===== config.mk =====
export PLATFORM = sky130hd
export DESIGN_NAME = mem_port_arbiter
export DESIGN_NICKNAME = d
export VERILOG_FILES = /design/src/rtl/mem_arb_pkg.sv /design/src/rtl/mem_arb_idq.sv /design/src/rtl/mem_port_arbiter.sv
export SDC_FILE = /design/constraint.sdc
export NUM_CORES = 1
export LEC_CHECK = 0
export CAP_MARGIN = 0
export CORE_AREA = 4 4 121 123
export CTS_CLUSTER_DIAMETER = 50
export DETAILED_ROUTE_END_ITERATION = 8
export DIE_AREA = 0 0 125 127
export HOLD_SLACK_MARGIN = 0.15
export RECOVER_POWER = 25
export SLEW_MARGIN = 40
export SYNTH_ARGS = -nofsm -noshare
export SYNTH_HDL_FRONTEND = slang
export SYNTH_SLANG_ARGS = --single-unit

===== constraint.sdc =====
create_clock -name clk -period 5.86 [get_ports clk]
set_clock_uncertainty 0.15 [all_clocks]
set_input_delay 1.465 -clock clk [delete_from_list [all_inputs] [get_ports clk]]
set_output_delay 1.465 -clock clk [all_outputs]
set_load 0.03 [all_outputs]

===== src/rtl/mem_arb_pkg.sv =====
// Shared encodings for the memory port arbiter: requester IDs and access sizes.
package mem_arb_pkg;

   typedef enum logic {
      ID_INST = 1'b0,
      ID_DATA = 1'b1
   } arb_id_e;

   localparam logic [1:0] SZ_BYTE = 2'd0;
   localparam logic [1:0] SZ_HALF = 2'd1;
   localparam logic [1:0] SZ_WORD = 2'd2;

endpackage


===== src/rtl/mem_arb_idq.sv =====
// In-order FIFO of 1-bit requester IDs; a completion always belongs to the head entry.
module mem_arb_idq
   import mem_arb_pkg::*;
#(
   parameter int DEPTH = 4
) (
   input  logic    clk,
   input  logic    resetn,
   input  logic    push,
   input  arb_id_e push_id,
   input  logic    pop,
   output arb_id_e head,
   output logic    full,
   output logic    empty
);

   localparam int PW = (DEPTH > 1) ? $clog2(DEPTH) : 1;

   logic [DEPTH-1:0] ent_q, ent_d;
   logic [PW-1:0]    wr_ptr_q, wr_ptr_d;
   logic [PW-1:0]    rd_ptr_q, rd_ptr_d;
   logic [PW:0]      cnt_q, cnt_d;
   logic             push_ok_s, pop_ok_s;

   // Next-state for storage, pointers and occupancy; pops on an empty queue are dropped.
   always_comb begin
      ent_d     = ent_q;
      wr_ptr_d  = wr_ptr_q;
      rd_ptr_d  = rd_ptr_q;
      cnt_d     = cnt_q;
      push_ok_s = push & ~full;
      pop_ok_s  = pop & ~empty;
      if (push_ok_s) begin
         ent_d[wr_ptr_q] = push_id;
         wr_ptr_d        = wr_ptr_q + PW'(1);
      end else begin
         wr_ptr_d = wr_ptr_q;
      end
      if (pop_ok_s) begin
         rd_ptr_d = rd_ptr_q + PW'(1);
      end else begin
         rd_ptr_d = rd_ptr_q;
      end
      case ({push_ok_s, pop_ok_s})
         2'b10:   cnt_d = cnt_q + (PW+1)'(1);
         2'b01:   cnt_d = cnt_q - (PW+1)'(1);
         default: cnt_d = cnt_q;
      endcase
   end

   // Queue state register.
   always_ff @(posedge clk or negedge resetn) begin
      if (!resetn) begin
         ent_q    <= {DEPTH{1'b0}};
         wr_ptr_q <= {PW{1'b0}};
         rd_ptr_q <= {PW{1'b0}};
         cnt_q    <= {(PW+1){1'b0}};
      end else begin
         ent_q    <= ent_d;
         wr_ptr_q <= wr_ptr_d;
         rd_ptr_q <= rd_ptr_d;
         cnt_q    <= cnt_d;
      end
   end

   assign head  = arb_id_e'(ent_q[rd_ptr_q]);
   assign full  = (cnt_q == (PW+1)'(DEPTH));
   assign empty = (cnt_q == {(PW+1){1'b0}});

endmodule


===== src/rtl/mem_port_arbiter.sv =====
// Shares one sram-like memory port between the fetch (inst) and data requesters.
// Optional round-robin on contention: define MEM_ARB_RR_EN.
module mem_port_arbiter
   import mem_arb_pkg::*;
#(
   parameter int ADDR_W     = 32,
   parameter int DATA_W     = 32,
   parameter int OUTS_DEPTH = 4
) (
   input  logic                clk,
   input  logic                resetn,
   input  logic                inst_req,
   input  logic                inst_wr,
   input  logic [1:0]          inst_size,
   input  logic [DATA_W/8-1:0] inst_wstrb,
   input  logic [ADDR_W-1:0]   inst_addr,
   input  logic [DATA_W-1:0]   inst_wdata,
   output logic                inst_addr_ok,
   output logic                inst_data_ok,
   output logic [DATA_W-1:0]   inst_rdata,
   input  logic                data_req,
   input  logic                data_wr,
   input  logic [1:0]          data_size,
   input  logic [DATA_W/8-1:0] data_wstrb,
   input  logic [ADDR_W-1:0]   data_addr,
   input  logic [DATA_W-1:0]   data_wdata,
   output logic                data_addr_ok,
   output logic                data_data_ok,
   output logic [DATA_W-1:0]   data_rdata,
   output logic                mem_req,
   output logic                mem_wr,
   output logic [1:0]          mem_size,
   output logic [DATA_W/8-1:0] mem_wstrb,
   output logic [ADDR_W-1:0]   mem_addr,
   output logic [DATA_W-1:0]   mem_wdata,
   input  logic                mem_addr_ok,
   input  logic                mem_data_ok,
   input  logic [DATA_W-1:0]   mem_rdata
);

   arb_id_e sel_id_s;
   logic    sel_req_s;
   logic    accept_s;
   logic    lock_q, lock_d;
   arb_id_e lock_id_q, lock_id_d;
   arb_id_e head_s;
   logic    full_s, empty_s;
`ifdef MEM_ARB_RR_EN
   arb_id_e last_q, last_d;
`endif

   // Requester selection: a stalled request keeps the port until it is accepted.
   always_comb begin
      sel_id_s = ID_INST;
      if (lock_q) begin
         sel_id_s = lock_id_q;
      end else if (data_req && inst_req) begin
`ifdef MEM_ARB_RR_EN
         sel_id_s = (last_q == ID_DATA) ? ID_INST : ID_DATA;
`else
         sel_id_s = ID_DATA;
`endif
      end else if (data_req) begin
         sel_id_s = ID_DATA;
      end else begin
         sel_id_s = ID_INST;
      end
   end

   // Downstream request, payload mux and handshake/lock bookkeeping.
   always_comb begin
      sel_req_s = (sel_id_s == ID_DATA) ? data_req : inst_req;
      mem_req   = sel_req_s & ~full_s & resetn;
      accept_s  = mem_req & mem_addr_ok;
      mem_wr    = 1'b0;
      mem_size  = 2'd0;
      mem_wstrb = {(DATA_W/8){1'b0}};
      mem_addr  = {ADDR_W{1'b0}};
      mem_wdata = {DATA_W{1'b0}};
      if (!resetn) begin
         mem_wr = 1'b0;
      end else if (sel_id_s == ID_DATA) begin
         mem_wr    = data_wr;
         mem_size  = data_size;
         mem_wstrb = data_wstrb;
         mem_addr  = data_addr;
         mem_wdata = data_wdata;
      end else begin
         mem_wr    = inst_wr;
         mem_size  = inst_size;
         mem_wstrb = inst_wstrb;
         mem_addr  = inst_addr;
         mem_wdata = inst_wdata;
      end
      inst_addr_ok = accept_s & (sel_id_s == ID_INST);
      data_addr_ok = accept_s & (sel_id_s == ID_DATA);
      lock_d       = lock_q;
      lock_id_d    = lock_id_q;
      if (mem_req && !mem_addr_ok) begin
         lock_d    = 1'b1;
         lock_id_d = sel_id_s;
      end else if (accept_s) begin
         lock_d    = 1'b0;
         lock_id_d = lock_id_q;
      end else begin
         lock_d    = lock_q;
         lock_id_d = lock_id_q;
      end
   end

`ifdef MEM_ARB_RR_EN
   // Remember the most recent grant for round-robin tie breaking.
   always_comb begin
      if (accept_s) begin
         last_d = sel_id_s;
      end else begin
         last_d = last_q;
      end
   end

   // Last-grant register.
   always_ff @(posedge clk or negedge resetn) begin
      if (!resetn) begin
         last_q <= ID_INST;
      end else begin
         last_q <= last_d;
      end
   end
`endif

   // Handshake lock register.
   always_ff @(posedge clk or negedge resetn) begin
      if (!resetn) begin
         lock_q    <= 1'b0;
         lock_id_q <= ID_INST;
      end else begin
         lock_q    <= lock_d;
         lock_id_q <= lock_id_d;
      end
   end

   mem_arb_idq #(
      .DEPTH (OUTS_DEPTH)
   ) u_idq (
      .clk     (clk),
      .resetn  (resetn),
      .push    (accept_s),
      .push_id (sel_id_s),
      .pop     (mem_data_ok),
      .head    (head_s),
      .full    (full_s),
      .empty   (empty_s)
   );

   // Completions go to the requester at the head; a stray completion on an empty queue is dropped.
   assign inst_data_ok = mem_data_ok & ~empty_s & (head_s == ID_INST);
   assign data_data_ok = mem_data_ok & ~empty_s & (head_s == ID_DATA);
   assign inst_rdata   = resetn ? mem_rdata : {DATA_W{1'b0}};
   assign data_rdata   = resetn ? mem_rdata : {DATA_W{1'b0}};

endmodule

==> results.ini <==
[status]
run_status=finished clean

[synth]
yosys_register_bits=13
yosys_warnings=0
synth_fa_ha_area_share_pct=3.767
synth_mux_area_share_pct=2.968
yosys.area.top_type_share_pct=24.49
synth_top_family_by_area=simple AND/OR/NAND/NOR gates
synth-async-reset-ratio_pct=100.0
synth_area_per_cell_um2=5.941
ys_seq_area_share_pct=14.84
syn_nets=555
synthXorXnorAreaFrac_pct=2.397
synth-simple-area-share_pct=36.87
syn_area_um2=2192
syn_inst=369
synth_top_area_cell=nand2_1
synth_cell_types=29
synth.top_cells.by_area=nand2_1, a21oi_1, dfrtp_1
synth_edf_count=0
synthFlopType=dfrtp_1
synth_compound_area_share_pct=20.95

[timing]
rsz0062_at_grt=false
worst_pin_slew_ns=1.138
hold_violations=0
max_freq_ghz=0.1932
final_max_slew_viol_count=0
min_period_ns=5.176
setup_violations=0
finalCritPeriodShare_pct=88.33
fin_ws_ns=0.6838
tns_ns=0
hold_ws_ns=0.3357
slew_headroom_pct=24.12

[layout]
syn2layout_area_growth_pct=136.6
n_antenna_cell=0
nets=824
drive_gt1_share_pct=11.46

[clock_tree]
clkTransAtPathRegs_ns=0.04
cts_setup_buffers=0
htreeDepth=1
clkLatencyLatePin_ns=0.24
ctsLongestPathBuffers=2
cts_root_buffer=clkbuf_16
cts_resized=0
cts_sinks=13
cts_hold_repair.buffers=0
tritoncts=built
cts_buffers=3

[critical_path]
required_ns=4.24
end_kind=output pin
critPathMaxFanout=41
worst_path_dominant_cell_family=buffers and inverters
crit_type=in -> out
critPathMaxStageDelay_ns=0.74
cp-start-kind=primary input
critPathSlowestCell=dlygate4sd3_1
cp_data_arrival_time_ns=3.56
cp_cell_sequence=dlygate4sd3_1 > buf_4 > and2_1 > clkdlybuf4s50_1
timing.critical_path.buf_inv=3

[grt]
grt_overflow=0
antenna_found_initial=0
grt_first_pass_wirelength_um=17220
grt_pass1_vias=3313
grt_use_total_pct=13.01
grt_max_degree=67

[floorplan]
die_area_um2=15880
start_util_pct=16.04
die_y_um=127
core_um2=13670
num_rows=43
io_pins=320
fp.dieW_um=125

[routing]
ant_nets=0
drc=0
dr_wl_met3_um=737
first_pass_iters=4
drt_iter0_drc=145
viasPerCell=4.124
met1Wirelength_um=4606
top_layer_used=met4
wl_met2_um=6131
drt_wl_total_um=11680
vias=3369
wl_per_cell_um=14.30

[placement]
gp_congestion=0.8789
dp_hpwl_um=9700
preCtsSetupSlack_ns=0.7029
port-buffer-count=319

[power_and_ir_drop]
p_leak_nw=2.194
power.density_nw_per_um2=320.3
ir_worst_vdd_v=0.0001581

[run]
drv_cap=0

[worst_hold_path]
hp-class=reg -> reg

-- layer usage --
metal | track usage, % | vias up
met2 | 23.95 | 140
li1 | - | 1694
met4 | 2.742 | 0
met3 | 2.843 | 18
met1 | 15.56 | 1517
met5 | 0 | -
-- Yosys cell counts, types with 2 or more instances --
| library cell | instances |
|---|---|
| nand2_1 | 143 |
| buf_2 | 13 |
| mux2_2 | 2 |
| nor2_1 | 3 |
| and2_1 | 34 |
| clkbuf_1 | 15 |
| ha_1 | 5 |
| or3b_1 | 2 |
| a21oi_1 | 71 |
| inv_1 | 6 |
| a31oi_1 | 4 |
| and3_1 | 3 |
| a41oi_1 | 4 |
| xnor2_1 | 4 |
| xor2_1 | 2 |
| buf_4 | 32 |
| dfrtp_1 | 13 |
| mux2i_1 | 2 |
-- worst paths after layout --
check	from	to	slack, ns	depth (start not counted)
worst max register to register	lock_q	u_idq.cnt_q[2]	3.21	9
worst min register to register	u_idq.rd_ptr_q[1]	u_idq.rd_ptr_q[1]	0.34	1
min in group asynchronous	resetn	u_idq.wr_ptr_q[1]	1.41	1
max in group asynchronous	resetn	u_idq.ent_q[0]	3.49	2
worst max-delay path	resetn	data_rdata[30]	0.68	4
worst min-delay path	u_idq.rd_ptr_q[1]	u_idq.rd_ptr_q[1]	0.34	1
-- where the power goes --
| part | switching [mW] | leakage [nW] | internal (mW) |
|---|---|---|---|
| registers | 0.0473 | 0.151 | 0.138 |
| clock network | 0.0375 | 0.0382 | 0.0918 |
| logic | 0.806 | 2.01 | 0.541 |
| total | 0.891 | 2.19 | 0.770 |
-- per-stage QoR --
step                utilization, %  area (µm²)  total power [mW]  std cells
floorplan                        -        2192             1.037        369
detailed placement           37.83        5170             1.571        813
CTS                          38.41        5249             1.710        817
global placement             37.81        5167             1.549        813
global route                 37.95        5186             1.778        817
finish                       37.95        5186             1.661        817
-- worst reg2reg max path, cell delays in order (launching register included) --
cell and delay [ns]:
dfrtp_1 0.47, or3b_1 0.40, o2111a_1 0.26, nand2_1 0.22
ha_1 0.23, inv_1 0.06, fa_1 0.37, xor2_1 0.15
nor2_1 0.11, xor2_1 0.15
-- layout by cell type, fill, tap and decap left out, types with 4 or more instances in the layout --
cell type        netlist  final
xnor2_1                4      4
nand2_1              143    144
inv_1                  6      6
a41oi_1                4      4
dfrtp_1               13     13
clkdlybuf4s50_1        0    244
buf_4                 32     62
ha_1                   5      5
a31oi_1                4      4
dlygate4sd3_1          0      4
and2_1                34     33
a21oi_1               71     71
clkbuf_1              15     13
-- logic make-up after synthesis --
family / Yosys count
xor+xnor: 6
fa+ha+maj: 6
buf+inv: 68
compound gates: 84
flops: 13
mux: 5
simple gates: 187
-- state kept, by name (all words and copies together), names as in the netlist --
register,cells
u_idq.rd_ptr_q,2
u_idq.ent_q,4
u_idq.wr_ptr_q,2
lock_q,1
u_idq.cnt_q,3
lock_id_q,1
-- final cells by class --
cell class / count / area, µm²
fillers: 1432 / 8479
well taps: 180 / 225.2
flip-flops and latches: 13 / 325.3
inverters: 7 / 26.28
repair buffers: 325 / 3053
clock buffers: 4 / 78.83
multi-input cells: 288 / 1478
Note: power is estimated with default switching activity, not from simulation.
